$ cat src/rtl/hard_decision_unit.sv
// Hard-decision slicer for the turbo decoder back end.
// Turns each a-posteriori LLR word into info-bit decisions and watches those
// decisions across iterations. Once they are stable and confident it asks the
// decoder to stop early. Emitted words wait in a small valid/ready FIFO.
module hard_decision_unit #(
  parameter int LLR_W        = 10,
  parameter int N_EXT        = 7,
  parameter int N_INFO       = 5,
  parameter int STABLE_ITERS = 2,
  parameter int CONF_THR     = 16,
  parameter int FIFO_DEPTH   = 2   // power of 2, at least 2
) (
  input  logic                     clk_p_i,
  input  logic                     reset_n_i,
  input  logic                     block_start_i,
  input  logic                     llr_valid_i,
  input  logic [N_EXT*LLR_W-1:0]   llr_i,
  input  logic                     last_iter_i,
  output logic                     stop_o,
  output logic [N_INFO-1:0]        data_o,
  output logic                     data_valid_o,
  input  logic                     data_ready_i,
  output logic                     overflow_o
);

  localparam int MAG_W  = LLR_W - 1;
  localparam int CNT_W  = $clog2(STABLE_ITERS + 1);
  localparam int PTR_W  = $clog2(FIFO_DEPTH);
  localparam int FCNT_W = PTR_W + 1;

  typedef enum logic {S_IDLE, S_TRACK} state_t;

  // ---------------------------------------------------------------------------
  // Slicing and confidence, info elements only
  // ---------------------------------------------------------------------------
  logic [N_INFO-1:0] dec;
  logic [N_INFO-1:0] conf_bit;
  logic              conf;

  for (genvar gi = 0; gi < N_INFO; gi++) begin : g_slice
    logic [LLR_W-1:0] elem;
    logic [LLR_W-1:0] neg;
    logic [MAG_W-1:0] mag;
    assign elem = llr_i[LLR_W*gi +: LLR_W];
    assign neg  = ~elem + 1'b1;
    // Strictly positive: sign clear and not zero.
    assign dec[gi] = ~elem[LLR_W-1] & (|elem);
    // Only the most negative value overflows on negation; clamp it to max.
    assign mag = ~elem[LLR_W-1] ? elem[MAG_W-1:0]
               : (neg[LLR_W-1] ? {MAG_W{1'b1}} : neg[MAG_W-1:0]);
    assign conf_bit[gi] = (mag >= MAG_W'(CONF_THR));
  end

  assign conf = &conf_bit;

  // Tail LLRs carry no information for this stage.
  logic unused_tail;
  assign unused_tail = ^llr_i[N_EXT*LLR_W-1:N_INFO*LLR_W];

  // ---------------------------------------------------------------------------
  // Tracking FSM
  // ---------------------------------------------------------------------------
  state_t            state_q, state_d;
  logic [N_INFO-1:0] prev_dec_q, prev_dec_d;
  logic [CNT_W-1:0]  match_cnt_q, match_cnt_d;
  logic [CNT_W-1:0]  nxt_cnt;
  logic              stop_q, stop_d;
  logic              push;

  // Next-state and emit decision for the current input word.
  always_comb begin
    state_d     = state_q;
    prev_dec_d  = prev_dec_q;
    match_cnt_d = match_cnt_q;
    stop_d      = 1'b0;
    push        = 1'b0;
    nxt_cnt     = ((dec == prev_dec_q) && conf) ? match_cnt_q + CNT_W'(1) : '0;
    if (block_start_i) begin
      // Abort wins over any word arriving in the same cycle.
      state_d     = S_IDLE;
      match_cnt_d = '0;
    end else if (llr_valid_i) begin
      prev_dec_d = dec;
      case (state_q)
        S_IDLE: begin
          match_cnt_d = '0;
          if (last_iter_i) begin
            push = 1'b1;
          end else begin
            state_d = S_TRACK;
          end
        end
        default: begin
          if (nxt_cnt == CNT_W'(STABLE_ITERS)) begin
            // Stability takes priority over the last-iteration exit.
            push        = 1'b1;
            stop_d      = 1'b1;
            state_d     = S_IDLE;
            match_cnt_d = '0;
          end else if (last_iter_i) begin
            push        = 1'b1;
            state_d     = S_IDLE;
            match_cnt_d = '0;
          end else begin
            match_cnt_d = nxt_cnt;
          end
        end
      endcase
    end
  end

  // FSM state and registered stop pulse.
  always_ff @(posedge clk_p_i or negedge reset_n_i) begin
    if (!reset_n_i) begin
      state_q     <= S_IDLE;
      prev_dec_q  <= '0;
      match_cnt_q <= '0;
      stop_q      <= 1'b0;
    end else begin
      state_q     <= state_d;
      prev_dec_q  <= prev_dec_d;
      match_cnt_q <= match_cnt_d;
      stop_q      <= stop_d;
    end
  end

  assign stop_o = stop_q;

  // ---------------------------------------------------------------------------
  // Output FIFO
  // ---------------------------------------------------------------------------
  logic [N_INFO-1:0] mem_q [FIFO_DEPTH];
  logic [PTR_W-1:0]  wr_ptr_q, rd_ptr_q;
  logic [FCNT_W-1:0] count_q;
  logic [N_INFO-1:0] last_q;
  logic              overflow_q;
  logic              pop, full, do_push;

  assign pop     = (count_q != '0) && data_ready_i;
  assign full    = (count_q == FCNT_W'(FIFO_DEPTH));
  assign do_push = push && (!full || pop);

  // Storage array; no reset needed since reads are qualified by count_q.
  always_ff @(posedge clk_p_i) begin
    if (do_push) begin
      mem_q[wr_ptr_q] <= dec;
    end
  end

  // Pointers, occupancy, last-popped word and sticky overflow.
  always_ff @(posedge clk_p_i or negedge reset_n_i) begin
    if (!reset_n_i) begin
      wr_ptr_q   <= '0;
      rd_ptr_q   <= '0;
      count_q    <= '0;
      last_q     <= '0;
      overflow_q <= 1'b0;
    end else begin
      if (do_push) begin
        wr_ptr_q <= wr_ptr_q + PTR_W'(1);
      end
      if (pop) begin
        rd_ptr_q <= rd_ptr_q + PTR_W'(1);
        last_q   <= mem_q[rd_ptr_q];
      end
      if (do_push && !pop) begin
        count_q <= count_q + FCNT_W'(1);
      end else if (pop && !do_push) begin
        count_q <= count_q - FCNT_W'(1);
      end
      if (push && !do_push) begin
        overflow_q <= 1'b1;
      end
    end
  end

  // When empty, keep showing the most recently consumed word.
  assign data_o       = (count_q != '0) ? mem_q[rd_ptr_q] : last_q;
  assign data_valid_o = (count_q != '0);
  assign overflow_o   = overflow_q;

endmodule

$ cat config.mk
export PLATFORM = sky130hd
export DESIGN_NAME = hard_decision_unit
export DESIGN_NICKNAME = d
export VERILOG_FILES = /design/src/rtl/hard_decision_unit.sv
export SDC_FILE = /design/constraint.sdc
export NUM_CORES = 1
export LEC_CHECK = 0
export CORE_MARGIN = 2
export CORE_UTILIZATION = 45
export CTS_CLUSTER_SIZE = 8
export DETAILED_ROUTE_END_ITERATION = 8
export DONT_BUFFER_PORTS = 1
export SLEW_MARGIN = 20
export SYNTH_ARGS = -nofsm -noshare
export SYNTH_HDL_FRONTEND = slang
export SYNTH_SLANG_ARGS = --single-unit
$ cat constraint.sdc
create_clock -name clk_p_i -period 2.17 [get_ports clk_p_i]
set_input_delay 0.3255 -clock clk_p_i [delete_from_list [all_inputs] [get_ports clk_p_i]]
set_output_delay 0.3255 -clock clk_p_i [all_outputs]
set_load 0.02 [all_outputs]
# Yosys cells after proc, flatten, opt, wreduce, memory -nomap -nowiden
# Memories as Yosys holds them, arrays and structs flattened.
# Index checks and enable logic that the tools add are counted.
dict set report word_totals {
  reg_bits 19
  mem_bits_rw 10
  memories 1
}
dict set report classes {
  addsub 10
  magnitude_cmp 5
  eq_ne 3
  muxes 35
  n_bitwise 16
  n_reduce_logical 20
}
# memory depth word_bits read_ports rd_ports_with_merged_regs wr line
set memory_table {}
lappend memory_table {mem_q 2 5 1 0 1 132} ;# logic [N_INFO-1:0] mem_q [FIFO_DEPTH];
# op count
set op_table {}
lappend op_table {{$mux 9} 10}
lappend op_table {{$add 10x1->10 const B} 5}
lappend op_table {{$not 10->10} 5}
lappend op_table {{$reduce_or 10->1} 5}
lappend op_table {{$ge 9x5->1 const B} 5}
lappend op_table {{$mux 1} 16}
lappend op_table {{$mux 2} 8}
lappend op_table {{$logic_and 1x1->1} 6}
lappend op_table {{$not 1->1} 6}
lappend op_table {{$reduce_bool 2->1} 3}
lappend op_table {{$and 1x1->1} 5}
lappend op_table {{$eq 5x5->1} 1}
lappend op_table {{$mux 5} 1}
lappend op_table {{$reduce_and 5->1} 1}
lappend op_table {{$add 2x1->2 const B} 2}
lappend op_table {{$eq 2x2->1 const B} 2}
lappend op_table {{$logic_not 1->1} 3}
lappend op_table {{$add 1x1->1 const B} 2}
lappend op_table {{$reduce_and 2->1} 1}
lappend op_table {{$sub 2x1->2 const B} 1}
lappend op_table {{$logic_or 1x1->1} 1}

# Longest topological paths before layout
# Gate-level depths: netlist (run 1).
dict set report logic_depth {
  ltp_word 18
  depth_mapped 15
}

# Worst setup path before layout (run 1)
# No wires, ideal clock.
dict set report synth_timing {
  path_type {in2reg}
  from {in llr_i[10]}
  to {reg count_q[1]}
  setup_time_ns 0.079
  arrival_ns 2.554
  setup_slack_ns -0.463
  stages 14
  n_path_buf 1
  cell_sequence {inv_1 > ha_1 > or3b_1 > buf_2 > or4_1 > nand3_1 > o211ai_1 > nand4_1 > nor3_2 > o211ai_2 > inv_2 > ha_1 > nor2_1 > xor2_1}
}
dict set report synth_between {
  elab_chain_cells 17
}
# element line
set synth_lines {}
lappend synth_lines {{from (decl)} 17} ;# input logic [N_EXT*LLR_W-1:0] llr_i,
lappend synth_lines {{$not 10->10} 45} ;# assign neg = ~elem + 1'b1;
lappend synth_lines {{$add 10x1->10} 45}
lappend synth_lines {{$mux 9} 50} ;# : (neg[LLR_W-1] ? {MAG_W{1'b1}} : neg[MAG_W-1:0]);
lappend synth_lines {{$mux 9} 49} ;# assign mag = ~elem[LLR_W-1] ? elem[MAG_W-1:0]
lappend synth_lines {{$ge 9x5->1} 51} ;# assign conf_bit[gi] = (mag >= MAG_W'(CONF_THR));
lappend synth_lines {{$reduce_and 5->1} 54} ;# assign conf = &conf_bit;
lappend synth_lines {{$logic_and 1x1->1 *} 77} ;# nxt_cnt = ((dec == prev_dec_q) && conf) ? match_cnt_q + CNT_W'(1) : '0;
lappend synth_lines {{$mux 2 *} 77}
lappend synth_lines {{$eq 2x2->1 *} 94} ;# if (nxt_cnt == CNT_W'(STABLE_ITERS)) begin
lappend synth_lines {{$mux 1 *} 94}
lappend synth_lines {{$mux 1 *} 84} ;# case (state_q)
lappend synth_lines {{$mux 1 *} 82} ;# end else if (llr_valid_i) begin
lappend synth_lines {{$mux 1 *} 78} ;# if (block_start_i) begin
lappend synth_lines {{$logic_and 1x1->1 *} 141} ;# assign do_push = push && (!full || pop);
lappend synth_lines {{$logic_not 1->1} 168} ;# end else if (pop && !do_push) begin
lappend synth_lines {{$logic_and 1x1->1} 168}
lappend synth_lines {{$reduce_bool 2->1 (no source line)} --}
lappend synth_lines {{to (signal assigned)} 167} ;# count_q <= count_q + FCNT_W'(1);
lappend synth_lines {{to (signal assigned)} 169} ;# count_q <= count_q - FCNT_W'(1);
lappend synth_lines {{to (decl)} 134} ;# logic [FCNT_W-1:0] count_q;
# Mark *: on every way between the ends. The rest lies on a longest branch, timed or not.
# A chain may end at the register's enable or synchronous reset.

# Worst setup path in the final report (run 1)
dict set report layout_timing {
  from {in llr_i[11]}
  to {reg count_q[1]}
}
# The elaborated chain is that of the path after synthesis.

==> results of run 1 <==
[critical path, stage by stage]
cell	delay, ns
inv_6	0.03
ha_4	0.10
or3b_4	0.41
or4_1	0.47
nand3_1	0.08
o211ai_1	0.11
nand4_1	0.14
nor3_2	0.08
o211ai_2	0.18
inv_2	0.08
ha_4	0.16
xor2_1	0.13
nor2_1	0.12
xor2_1	0.16
[cells in the final DEF (no fill, tap or decap), types with 4 or more instances in the layout]
cell and n:
nand2_1 29, dfrtp_1 19, buf_4 32, mux2i_1 8, nor3_1 5, nand2b_1 4, nor2_1 18, edfxtp_1 10
clkbuf_8 5, inv_1 15, nor2b_1 4, o21ai_0 14, or4_1 5, nor4_1 4, a21oi_1 15, nand3_1 6
[power groups by stage]
stage,Clock (mW),Sequential [mW],Combinational [mW]
floorplan,0,0.761,0.495
global placement,0,0.799,0.555
detailed placement,0,0.803,0.563
CTS,0.431,0.793,0.599
global route,0.456,0.809,0.719
finish,0.420,0.795,0.645
[Yosys cell counts, types with 2 or more instances]
library cell	number
nand2_1	29
dfrtp_1	19
nor2_1	19
a21oi_1	17
inv_1	17
o21ai_0	14
edfxtp_1	10
mux2i_1	8
ha_1	6
nand3_1	6
nor3_1	5
or4_1	5
xnor2_1	5
clkbuf_1	4
nand2b_1	4
nor2b_1	4
nor4_1	4
nand4_1	3
or2_2	3
or3b_2	3
and3_1	2
nand3b_1	2
nor3b_1	2
nor4b_2	2
o211a_1	2
o21ba_2	2
o31ai_1	2
xor2_1	2
[area by class of cell]
cell class              count  share of cell area
flip-flops and latches     29               0.305
clock buffers               5              0.0271
inverters                  18              0.0389
well taps                  52              0.0256
clock inverters             3             0.00689
repair buffers             35               0.107
multi-input cells         175               0.489
[stage by stage]
| stage | hold slack [ns] | util |
|---|---|---|
| 5_1_grt | 0.105 | 0.584 |
| 6_report | 0.115 | 0.584 |
| 3_5_place_dp | 0.0305 | 0.527 |
| 2_1_floorplan | 0.0299 | - |
| 4_1_cts | 0.109 | 0.562 |
| 3_3_place_gp | 0.0304 | 0.527 |
[flip-flops by register name, summed over array words and instances, names as in the netlist]
signal,cells
overflow_o,1
rd_ptr_q,1
last_q,5
count_q,2
state_q,1
stop_o,1
match_cnt_q,2
prev_dec_q,5
mem_q,10
wr_ptr_q,1
[metal layers]
layer,GRT usage,vias up
met5,0,-
met4,0.0566,0
met3,0.0427,2
met2,0.292,43
met1,0.211,791
li1,-,890
[worst paths after layout]
| check | endpoint | slack (ns) |
|---|---|---|
| worst max register to register | count_q[1] | -0.09 |
| max in group asynchronous | count_q[1] | 1.00 |
| worst min register to register | last_q[3] | 0.48 |
| min in group asynchronous | match_cnt_q[0] | 0.62 |
| worst min-delay path | match_cnt_q[0] | 0.12 |
| worst max-delay path | count_q[1] | -0.19 |
[logic make-up after synthesis]
logic type | synth area share
buf+inv | 0.0433
mux | 0.0396
compound gates | 0.182
simple gates | 0.277
xor+xnor | 0.0383
fa+ha+maj | 0.0371
flops | 0.383
[timing repair]
item                                    in CTS  in global routing
gates resized for setup                      6                 10
endpoints found under the setup margin      13                 13
pin swaps                                    1                  5
buffers inserted                             5                  5
endpoints found under the hold margin       19                  0
hold buffers                                 1                  0
==> impl_metrics.ini, run 1 <==
[status]
status = finished with violations
violations = negative setup slack

[place]
placed_area_um2 = 2300
hpwl_um = 3200
place_ws_ns = -0.552
dp.cells = 298
place.gp.congestion = 0.850
io_buffers = 0

[power_and_ir_drop]
clockPowerShare = 0.226
seqPwrFrac = 0.428
peakVddDrop_mv = 0.287
p_total_mw = 1.86
netSwitchingFraction = 0.354
p_int_mw = 1.20
p_per_area_nw_per_um2 = 731
switchingPower_uw = 659
power_leakage_nw = 1.09
p_comb_frac = 0.347

[final_layout]
final.fill_count = 403
antennaDiodeCount = 0
seq_area_um2 = 776
final_area_um2 = 2540
area_growth_syn_to_layout_pct = 25.6
multi_input_area_um2 = 1240
layout-drive-gt1-share = 0.275
nets = 346
final_cells = 317

[floorplanning]
die-area_um2 = 5050
die_w_um = 71.1
ios = 84
coreArea_um2 = 4350
row_count = 24
initial_core_util = 0.465
die_y_um = 71.1

[global_route]
antenna_found_initial = 0
grt_pass1_vias = 1646
grt_pass1_wl_um = 6920
grt_overflow_total = 0
grt_max_degree = 20
grt_usage = 0.171

[clocking]
numCtsBuffers = 5
cts.sinks = 29
clk_root_buffer_cell = clkbuf_8
cts.htree.levels = 2
insertion_delay_ns = 0.27
clk_path_buf_depth = 2
cts_tree = done
cts.clk_slew.worst_paths_ns = 0.06

[sta]
setup_ws_ns = -0.193
rsz0062_at_grt = yes
finalCritPeriodShare = 1.09
slew_viol_final = 0
finClkSkew_ns = 0.00403
worst_slew_pin_slew_ns = 0.894
hold_viol_final = 0
clock.fmax_mhz = 423
setup_viol = 12
setup_tns_ns = -2.07
relSlewSlack = 0.402
finalCriticalPeriod_ns = 2.36

[detailed_routing]
wl_met1_um = 1750
post_drt_wl_per_cell_um = 13.2
num_vias = 1726
drt-initial-drc-count = 60
dr.pass1.iters = 4
routed_wirelength_um = 4180
wl_met2_um = 2200
wl_met3_um = 195
ant_nets = 0
routed_via_density = 5.44
highest_layer = met4
drcViolationCount = 0

[yosys]
syn_nets = 309
yosysWarnings = 0
syn_inst = 227
synth_area_leaders = dfrtp_1, edfxtp_1, nand2_1
synth_top_area_cell = dfrtp_1
netlist_area_um2 = 2020
synth_edf_count = 10
synth_cell_types = 54
ys_seq_area_frac = 0.383
synthFlopType = dfrtp_1
synthArstFlopShare = 0.655
synth_top_area_share = 0.235
synth_area_per_cell_um2 = 8.92
ys_seq_elements = 29

[critical_path]
crit_fanout = 6
r2r-start = prev_dec_q[3]
crit_start = llr_i[11]
crit_path_end_kind = flip-flop
startpoint_type = input pin
worstPathRequired_ns = 2.36
reg2reg_depth = 10
worstSetupPathType = input pin to flip-flop
cp_data_arrival_time_ns = 2.56

[flow_run]
maxCapViolations = 0

[min_path]
hp-class = input pin to flip-flop
worstHoldStart = block_start_i
whs_path_depth = 1
(Power assumes the default switching activity.)
==> inputs of run 2 (changes only) <==
--- a/config.mk
+++ b/config.mk
@@ -10,6 +10,7 @@
 export CTS_CLUSTER_SIZE = 8
 export DETAILED_ROUTE_END_ITERATION = 8
 export DONT_BUFFER_PORTS = 1
+export PLACE_DENSITY_LB_ADDON = 0.2
 export SLEW_MARGIN = 20
 export SYNTH_ARGS = -nofsm -noshare
 export SYNTH_HDL_FRONTEND = slang
==> impl_metrics.ini, run 2 (synthesis gave the netlist of run 1 again) <==
[power_and_ir_drop]
peakVddDrop_mv = 0.347
p_total_mw = 1.84
p_per_area_nw_per_um2 = 742
power_leakage_nw = 1.06

[place]
io_buffers = 0
hpwl_um = 3300
dp.cells = 300
placed_area_um2 = 2310
place.gp.congestion = 0.802

[floorplanning]
initial_core_util = 0.465
die_w_um = 71.1
die_y_um = 71.1
row_count = 24
ios = 84
coreArea_um2 = 4350
die-area_um2 = 5050

[clocking]
clk_path_buf_depth = 2
cts.htree.levels = 2
cts_tree = done
clk_root_buffer_cell = clkbuf_8
cts.clk_slew.worst_paths_ns = 0.06
cts.sinks = 29
insertion_delay_ns = 0.28
numCtsBuffers = 5

[critical_path]
crit_start = llr_i[10]
reg2reg_to = count_q[1]
cp.buffers_inverters = 2
cp_data_arrival_time_ns = 2.61
crit_path_end_kind = flip-flop
crit_chain = clkinv_16, ha_4, or3b_4, or4_1, nand3_1, o211ai_1, nand4_1, nor3_2, o211ai_2, inv_2, ha_4, xor2_1, nor2_1, xor2_1
startpoint_type = input pin
reg2reg_depth = 10
crit_fanout = 6
crit_family = simple AND/OR/NAND/NOR gates
r2r-start = prev_dec_q[3]
worstSetupPathType = input pin to flip-flop
r2r_setup_slack_ns = -0.12
crit_cells = 14
crit_end = count_q[1]
worstPathRequired_ns = 2.37
cp_slowest_cell = or4_1
max_stage_delay_ns = 0.47

[sta]
finalCritPeriodShare = 1.11
finClkSkew_ns = 0.00360
rsz0062_at_grt = yes
hold_viol_final = 0
clock.fmax_mhz = 414
setup_ws_ns = -0.244
slew_viol_final = 0
finalCriticalPeriod_ns = 2.41
worst_slew_pin_slew_ns = 0.899
setup_viol = 13
relSlewSlack = 0.398

[final_layout]
layout_common_cells = nand2_1, buf_4, nor2_1, dfrtp_1, a21oi_1
final_core_util = 0.570
final_area_um2 = 2480
final.fill_count = 390
reg_top3 = mem_q (10), last_q (5), prev_dec_q (5)
largest_reg_flops = 10
nets = 341
area_growth_syn_to_layout_pct = 22.6
top_register = mem_q
layout-drive-gt1-share = 0.246
final_cells = 312
antennaDiodeCount = 0

[global_route]
grt_pass1_wl_um = 6960
grt_pass1_vias = 1645
grt_usage = 0.172
grt_max_degree = 20
antenna_found_initial = 0
grt_overflow_total = 0

[detailed_routing]
routed_wirelength_um = 4100
dr.pass1.iters = 4
drcViolationCount = 0
routed_via_density = 5.47
post_drt_wl_per_cell_um = 13.1
ant_nets = 0
num_vias = 1706
drt-initial-drc-count = 31

[status]
violations = negative setup slack
status = finished with violations

[flow_run]
maxCapViolations = 0

[min_path]
hp-class = input pin to flip-flop
whs_path_depth = 1
run 2: cell count changes in the layout (fill, tap and decap cells not counted), sizes merged:
| cell | change |
|---|---|
| buf | -5 |
| clkbuf | +1 |
| clkinvlp | -1 |
run 2: layout make-up:
cell class	count	area, um^2	area share
Tap cell	52	65.1	0.0262
Inverter	18	101	0.0408
Multi-Input combinational cell	175	1220	0.492
Timing Repair Buffer	30	228	0.0918
Clock inverter	2	8.76	0.00353
Clock buffer	6	82.6	0.0333
Sequential cell	29	776	0.313
run 2: routing by layer:
layer  global-route usage  wire [um]  up-vias
met4               0.0734         70        0
met1                0.214       1740      784
met3               0.0427        194        6
met2                0.285       2100       38
li1                     -          -      878
met5                    0          0        -
run 2: repair_timing:
| item | CTS | global route |
|---|---|---|
| cloned | 0 | 0 |
| resized for setup | 2 | 7 |
| endpoints found under the setup margin | 13 | 13 |
| setup buffers | 1 | 2 |
| hold buffers | 1 | 0 |
| pin swaps | 0 | 3 |
| endpoints found under the hold margin | 19 | 0 |
run 2: worst min path at each step:
| stage | startpoint | to | slack (ns) |
|---|---|---|---|
| after floorplan | reset_n_i | count_q[0] | 0.03 |
| after global placement | reset_n_i | last_q[4] | 0.03 |
| after detailed placement | reset_n_i | count_q[0] | 0.03 |
| after CTS | block_start_i | match_cnt_q[0] | 0.1 |
| after global routing | block_start_i | match_cnt_q[0] | 0.09 |
| final | block_start_i | match_cnt_q[0] | 0.11 |
run 2: through the flow:
stage	setup TNS, ns	hold WS [ns]	worst slack [ns]
global placement	-5.44	0.0303	-0.452
detailed placement	-7.90	0.0303	-0.630
floorplan	-4.42	0.0299	-0.432
CTS	-2.02	0.0970	-0.205
global route	-4.34	0.0949	-0.390
finish	-2.51	0.106	-0.244
run 2: power by group:
| part | total [mW] | switching [mW] | internal (mW) | leakage [nW] |
|---|---|---|---|---|
| Combinational | 0.599 | 0.337 | 0.262 | 0.686 |
| Clock | 0.447 | 0.197 | 0.250 | 0.0486 |
| Sequential | 0.796 | 0.108 | 0.688 | 0.327 |
| Total | 1.84 | 0.641 | 1.20 | 1.06 |
run 2: worst reg2reg max path: cells and delay by family, from the launching register on:
| family | cells | cell delay (ns) |
|---|---|---|
| xor+xnor | 2 | 0.28 |
| flops | 1 | 0.35 |
| compound gates | 2 | 0.30 |
| buf+inv | 1 | 0.09 |
| simple gates | 4 | 1.02 |
| fa+ha+maj | 1 | 0.13 |
